--- src/rtl/sub_module_alu_if.sv ---
// Bus bundle for the two-pass subtract ALU: request/operands in, status/result/flags out.
interface sub_module_alu_if #(
    parameter int WIDTH = 32
);
    logic             start;
    logic [1:0]       opcode;
    logic [WIDTH-1:0] firstInput;
    logic [WIDTH-1:0] secondInput;
    logic             carryFlag;
    logic             busy;
    logic             done;
    logic [WIDTH-1:0] result;
    logic             newCarryFlag;
    logic             newOverflowFlag;
    logic             newZeroFlag;
    logic             newNegativeFlag;

    modport master (
        output start, opcode, firstInput, secondInput, carryFlag,
        input  busy, done, result, newCarryFlag, newOverflowFlag, newZeroFlag, newNegativeFlag
    );

    modport slave (
        input  start, opcode, firstInput, secondInput, carryFlag,
        output busy, done, result, newCarryFlag, newOverflowFlag, newZeroFlag, newNegativeFlag
    );
endinterface

--- src/rtl/sub_module_alu.sv ---
// Subtract ALU (SUB/SBC/RSB/RSC) computing the difference in two half-width passes.
//
// state | meaning
// IDLE  | waiting for start
// LOW   | low half of m + ~s + cin, internal carry saved
// HIGH  | upper half with saved carry; result and flags registered
// DONE  | completion pulse; start here chains the next operation
module sub_module_alu #(
    parameter int WIDTH = 32
) (
    input  logic              clock,
    input  logic              reset,
    sub_module_alu_if.slave   bus
);
    localparam int HALF = WIDTH / 2;

    typedef enum logic [1:0] {
        S_IDLE = 2'd0,
        S_LOW  = 2'd1,
        S_HIGH = 2'd2,
        S_DONE = 2'd3
    } state_t;

    state_t           state_q, state_d;
    logic [WIDTH-1:0] m_q, m_d;
    logic [WIDTH-1:0] s_q, s_d;
    logic             cin_q, cin_d;
    logic [HALF-1:0]  lo_q, lo_d;
    logic             carry_q, carry_d;
    logic [WIDTH-1:0] result_q, result_d;
    logic             c_q, c_d;
    logic             v_q, v_d;
    logic             z_q, z_d;
    logic             n_q, n_d;

    logic             accept;
    logic [HALF:0]    sum_lo;
    logic [HALF:0]    sum_hi;
    logic [WIDTH-1:0] diff;

    assign accept = ((state_q == S_IDLE) || (state_q == S_DONE)) && bus.start;

    always_ff @(posedge clock) begin
        if (reset) begin
            state_q  <= S_IDLE;
            m_q      <= '0;
            s_q      <= '0;
            cin_q    <= 1'b0;
            lo_q     <= '0;
            carry_q  <= 1'b0;
            result_q <= '0;
            c_q      <= 1'b0;
            v_q      <= 1'b0;
            z_q      <= 1'b0;
            n_q      <= 1'b0;
        end else begin
            state_q  <= state_d;
            m_q      <= m_d;
            s_q      <= s_d;
            cin_q    <= cin_d;
            lo_q     <= lo_d;
            carry_q  <= carry_d;
            result_q <= result_d;
            c_q      <= c_d;
            v_q      <= v_d;
            z_q      <= z_d;
            n_q      <= n_d;
        end
    end

    always_comb begin
        state_d = state_q;
        case (state_q)
            S_IDLE:  if (bus.start) state_d = S_LOW;
            S_LOW:   state_d = S_HIGH;
            S_HIGH:  state_d = S_DONE;
            S_DONE:  state_d = bus.start ? S_LOW : S_IDLE;
            default: state_d = S_IDLE;
        endcase
    end

    // Subtraction is m + ~s + cin; C is the inverted borrow out of the top bit.
    always_comb begin
        sum_lo = {1'b0, m_q[HALF-1:0]} + {1'b0, ~s_q[HALF-1:0]} + (HALF+1)'(cin_q);
        sum_hi = {1'b0, m_q[WIDTH-1:HALF]} + {1'b0, ~s_q[WIDTH-1:HALF]} + (HALF+1)'(carry_q);
        diff   = {sum_hi[HALF-1:0], lo_q};

        m_d      = m_q;
        s_d      = s_q;
        cin_d    = cin_q;
        lo_d     = lo_q;
        carry_d  = carry_q;
        result_d = result_q;
        c_d      = c_q;
        v_d      = v_q;
        z_d      = z_q;
        n_d      = n_q;

        if (accept) begin
            m_d   = bus.opcode[1] ? bus.secondInput : bus.firstInput;
            s_d   = bus.opcode[1] ? bus.firstInput  : bus.secondInput;
            cin_d = bus.opcode[0] ? bus.carryFlag   : 1'b1;
        end

        if (state_q == S_LOW) begin
            lo_d    = sum_lo[HALF-1:0];
            carry_d = sum_lo[HALF];
        end

        if (state_q == S_HIGH) begin
            result_d = diff;
            c_d      = sum_hi[HALF];
            v_d      = (m_q[WIDTH-1] != s_q[WIDTH-1]) && (diff[WIDTH-1] != m_q[WIDTH-1]);
            z_d      = (diff == '0);
            n_d      = diff[WIDTH-1];
        end
    end

    always_comb begin
        bus.busy = (state_q == S_LOW) || (state_q == S_HIGH);
        bus.done = (state_q == S_DONE);
    end

    assign bus.result          = result_q;
    assign bus.newCarryFlag    = c_q;
    assign bus.newOverflowFlag = v_q;
    assign bus.newZeroFlag     = z_q;
    assign bus.newNegativeFlag = n_q;
endmodule

--- src/flat_wrapper.sv ---
// flat-port wrapper written by rule: the top's interface ports become plain ports
module sub_module_alu_flat 
#(
    parameter int WIDTH = 32
)
  (clock, reset, bus_start, bus_opcode, bus_firstInput, bus_secondInput, bus_carryFlag, bus_busy, bus_done, bus_result, bus_newCarryFlag, bus_newOverflowFlag, bus_newZeroFlag, bus_newNegativeFlag);
  sub_module_alu_if #(.WIDTH(WIDTH)) bus_i ();
  input  logic clock;
  input  logic reset;
  input wire logic [$bits(bus_i.start)-1:0] bus_start;
  input wire logic [$bits(bus_i.opcode)-1:0] bus_opcode;
  input wire logic [$bits(bus_i.firstInput)-1:0] bus_firstInput;
  input wire logic [$bits(bus_i.secondInput)-1:0] bus_secondInput;
  input wire logic [$bits(bus_i.carryFlag)-1:0] bus_carryFlag;
  output wire logic [$bits(bus_i.busy)-1:0] bus_busy;
  output wire logic [$bits(bus_i.done)-1:0] bus_done;
  output wire logic [$bits(bus_i.result)-1:0] bus_result;
  output wire logic [$bits(bus_i.newCarryFlag)-1:0] bus_newCarryFlag;
  output wire logic [$bits(bus_i.newOverflowFlag)-1:0] bus_newOverflowFlag;
  output wire logic [$bits(bus_i.newZeroFlag)-1:0] bus_newZeroFlag;
  output wire logic [$bits(bus_i.newNegativeFlag)-1:0] bus_newNegativeFlag;
  assign bus_i.start = bus_start;
  assign bus_i.opcode = bus_opcode;
  assign bus_i.firstInput = bus_firstInput;
  assign bus_i.secondInput = bus_secondInput;
  assign bus_i.carryFlag = bus_carryFlag;
  assign bus_busy = bus_i.busy;
  assign bus_done = bus_i.done;
  assign bus_result = bus_i.result;
  assign bus_newCarryFlag = bus_i.newCarryFlag;
  assign bus_newOverflowFlag = bus_i.newOverflowFlag;
  assign bus_newZeroFlag = bus_i.newZeroFlag;
  assign bus_newNegativeFlag = bus_i.newNegativeFlag;
  sub_module_alu #(.WIDTH(WIDTH)) u_core (.clock(clock), .reset(reset), .bus(bus_i));
endmodule
--- config.mk ---
export PLATFORM = sky130hd
export DESIGN_NAME = sub_module_alu_flat
export DESIGN_NICKNAME = d
export VERILOG_FILES = /design/src/rtl/sub_module_alu_if.sv /design/src/rtl/sub_module_alu.sv /design/src/flat_wrapper.sv
export SDC_FILE = /design/constraint.sdc
export NUM_CORES = 1
export LEC_CHECK = 0
export ABC_AREA = 1
export CORE_MARGIN = 2
export CORE_UTILIZATION = 45
export DETAILED_ROUTE_END_ITERATION = 8
export PLACE_DENSITY = 0.72
export SETUP_SLACK_MARGIN = 0.5
export SLEW_MARGIN = 25
export SYNTH_ARGS = -nofsm -noshare
export SYNTH_HDL_FRONTEND = slang
export SYNTH_SLANG_ARGS = --single-unit
export TNS_END_PERCENT = 50
--- constraint.sdc ---
create_clock -name clock -period 2.4 [get_ports clock]
set_input_delay 0.48 -clock clock [delete_from_list [all_inputs] [get_ports clock]]
set_output_delay 0.48 -clock clock [all_outputs]
set_load 0.005 [all_outputs]
==> results.md <==
* Status: finished clean
* Syn_nets at 1051
* Initial DRC Count at 507
* Clk sinks at 119
* Pre-CTS setup slack at 0.255 ns
* Cell-internal power at 7.43 mW
* Reg area at 0.00240 mm²
* Number of placed I/O pins at 108
* Final Critical Period at 2.15 ns
* Share of post-route cells with drive strength above 1 at 0.133
* Netlist cell types at 34
* Row cnt at 44
* Lkg Pwr at 3.97 nW
* Hold_ws at 0.472 ns
* Layout area overhead at 31.9%
* Nets at 1153
* Post-synth EDFFs at 0
* Clock Path Buffers at 2
* Crit path top cell by count: nand2_2
* Global-route wire length before repair at 29000 µm
* Sequential power share at 0.238
* Vias in the first global route at 5898
* Startpoint class of the critical path: register
* Top post-synthesis cells by area: dfxtp_1 (36%), a21oi_1 (11%), nand2_1 (11%), inv_1 (7.2%), ha_1 (6.6%)
* I/O Buffers at 107
* Pre-antenna DRT Iters at 8
* Mapped cell area at 0.00661 mm²
* Maximum clock frequency at 465 MHz
* Crit share post-route at 0.896
* Seq cells post-synth at 119
* Number of routed nets with antenna violations at 0
* Drt via density at 5.26
* CP Class: register to register
* Via count at 6522
* Critical path data arrival time at 2.50 ns
* CTS tree: done
* Critical Path Slowest Stage Cell: fa_2
* H-tree Lvls at 4
* DRT Wirelength at 17500 µm
* DRC at 0
* CORE AREA at 0.0144 mm²
* Die height at 125 µm
* Hold crit path type: register to register
* Final WS setup at 0.248 ns
* Overall Power at 13.0 mW
* CP Data Required Time at 2.75 ns
* Async set or reset register ratio after synthesis at 0
* Yosys top cell area share at 0.361
* Post-route cell area at 0.00871 mm²
* CP max FO at 3
* Initial Util at 0.458
* Commonest cells after routing, fill and taps aside: nand2_1 (180), a21oi_1 (143), inv_1 (117)
* Worst-case clock skew at 0.0115 ns
* Hpwl dp at 12000 µm
* Clk network pwr share at 0.205
* PD cells at 1490 mW/mm²
* Main synth FF type: dfxtp_1
* Area occupied by multi-input gates at 0.00367 mm²
* Combinational power share at 0.558
* Dpl cells at 1195
* FILL cells at 1297
* Synth area leader: dfxtp_1
* Total global routing overflow at 0
* Antenna diodes at 0
* Peak supply drop at 0.000744 V
* Net Switching at 5.58 mW
* Number of max-cap violations at 0
* Avg WL per Cell at 14.1 µm
* Chip width at 125 µm
* Hold Vio Cnt, Final at 0
* Area after DPL at 0.00785 mm²
* TNS Setup at 0 ns
* Slew Limit Fails at 0
* Ys Warns at 0
* Clock slew at reported path FFs at 0.05 ns
* RSZ-0062 raised after global routing: true
* Mapped Avg Cell Area at 7.01 µm²
* Initial antenna violation count at 0
* Critical Path, Cell by Cell: inv_2, fa_2, fa_2, inv_2, nand3_2, nand2_2, nand2_2, nand2_2, nand2_2, nand2_1, nand2_1, nand2_2, nand2_2, nor2_2, nand3_2, a21oi_2
* Worst slew pin tran at 0.686 ns
* Overall die area at 0.0157 mm²
* Crit. End Element: register
* Relative slew margins at 0.543
* Largest net degree at the start of global routing at 65
* Sw Ratio at 0.429
* Final cell count without fillers at 1241
* Root Buffer: clkbuf_16
* Largest stage delay on the critical path at 0.40 ns
* Worst skew pair latency at 0.42 ns
* Util after Layout at 0.604
* Post-Synthesis Cells at 942
* CTS buffer count at 17
* Tot GR Track Use at 0.224
* Most common cell after layout, fill and taps aside: nand2_1
* GPL Wtd Cong at 0.883
* Sequential share of the synthesized area at 0.361
* # setup viols final at 0
## worst max-delay path: cells and delay by family (launching register included)
family                     cells  cell delay [ns]
and+or+nand+nor               11             0.74
buffers and inverters          2             0.12
adders and majority gates      2             0.76
AOI/OAI and AO/OA              1             0.12
DFF                            1             0.32
## synth_stat cells, types with 3 or more instances
cell	n
a221oi_1	35
inv_1	127
buf_2	3
buf_1	5
a21oi_1	148
fa_1	4
nor2_2	5
nand3b_1	6
nand3_2	3
dfxtp_1	119
nand2_2	14
ha_1	35
clkbuf_1	40
a21oi_2	6
inv_2	8
nor2_1	53
o21bai_1	4
nand2_1	188
nand3_1	26
nand4_1	5
o21ai_0	77
o211ai_1	9
xor2_1	8
## power groups by stage
stage | clock network [mW] | registers, mW | logic (mW)
3_3_place_gp | 0 | 3.08 | 6.49
6_report | 2.66 | 3.09 | 7.26
4_1_cts | 2.70 | 3.08 | 6.77
5_1_grt | 2.79 | 3.17 | 8.15
3_5_place_dp | 0 | 3.11 | 6.55
2_1_floorplan | 0 | 3.04 | 4.71
## cells by family after synthesis
| family | synth area share |
|---|---|
| AND/OR/NAND/NOR | 0.193 |
| AO/OA/AOI/OAI | 0.247 |
| buffers and inverters | 0.107 |
| flip-flops | 0.361 |
| adder cells (fa/ha/maj) | 0.0784 |
| XOR/XNOR | 0.0133 |
## layout make-up
cell class / count / area share
clock buffers: 25 / 0.0580
well taps: 184 / 0.0264
flip-flops and latches: 119 / 0.275
inverters: 135 / 0.0581
clock inverters: 7 / 0.0132
repair buffers: 133 / 0.149
multi-input cells: 638 / 0.421
## what timing repair did
item                       in CTS  in global routing
hold buffers                    0                  0
buffers inserted                5                  9
pin swaps                       5                 10
gates resized for setup        14                 35
setup endpoints to repair      17                 26
## state kept, by name (all words and copies together), names as in the netlist
register                    cells
u_core.m_q                     32
u_core.s_q                     32
u_core.bus.result              31
u_core.lo_q                    16
u_core.state_q                  2
u_core.bus.newCarryFlag         1
u_core.bus.newNegativeFlag      1
u_core.bus.newOverflowFlag      1
u_core.bus.newZeroFlag          1
u_core.carry_q                  1
u_core.cin_q                    1
## layer usage
layer / vias up / track usage / part of all wire
met3: 12 / 0.0484 / 0.068
met5: - / 0 / 0
met4: 0 / 0.0562 / 0.0093
met1: 2941 / 0.340 / 0.50
met2: 232 / 0.323 / 0.42
li1: 3337 / - / -
## worst paths after layout
path	from	endpoint	slack, ns	depth (start not counted)
hold reg to reg	u_core.lo_q[4]	u_core.bus.result[4]	0.47	2
setup reg to reg	u_core.m_q[16]	u_core.bus.newZeroFlag	0.25	16
hold / removal	u_core.lo_q[4]	u_core.bus.result[4]	0.47	2
setup / recovery	u_core.m_q[16]	u_core.bus.newZeroFlag	0.25	16
Note: power is estimated with default switching activity, not from simulation.
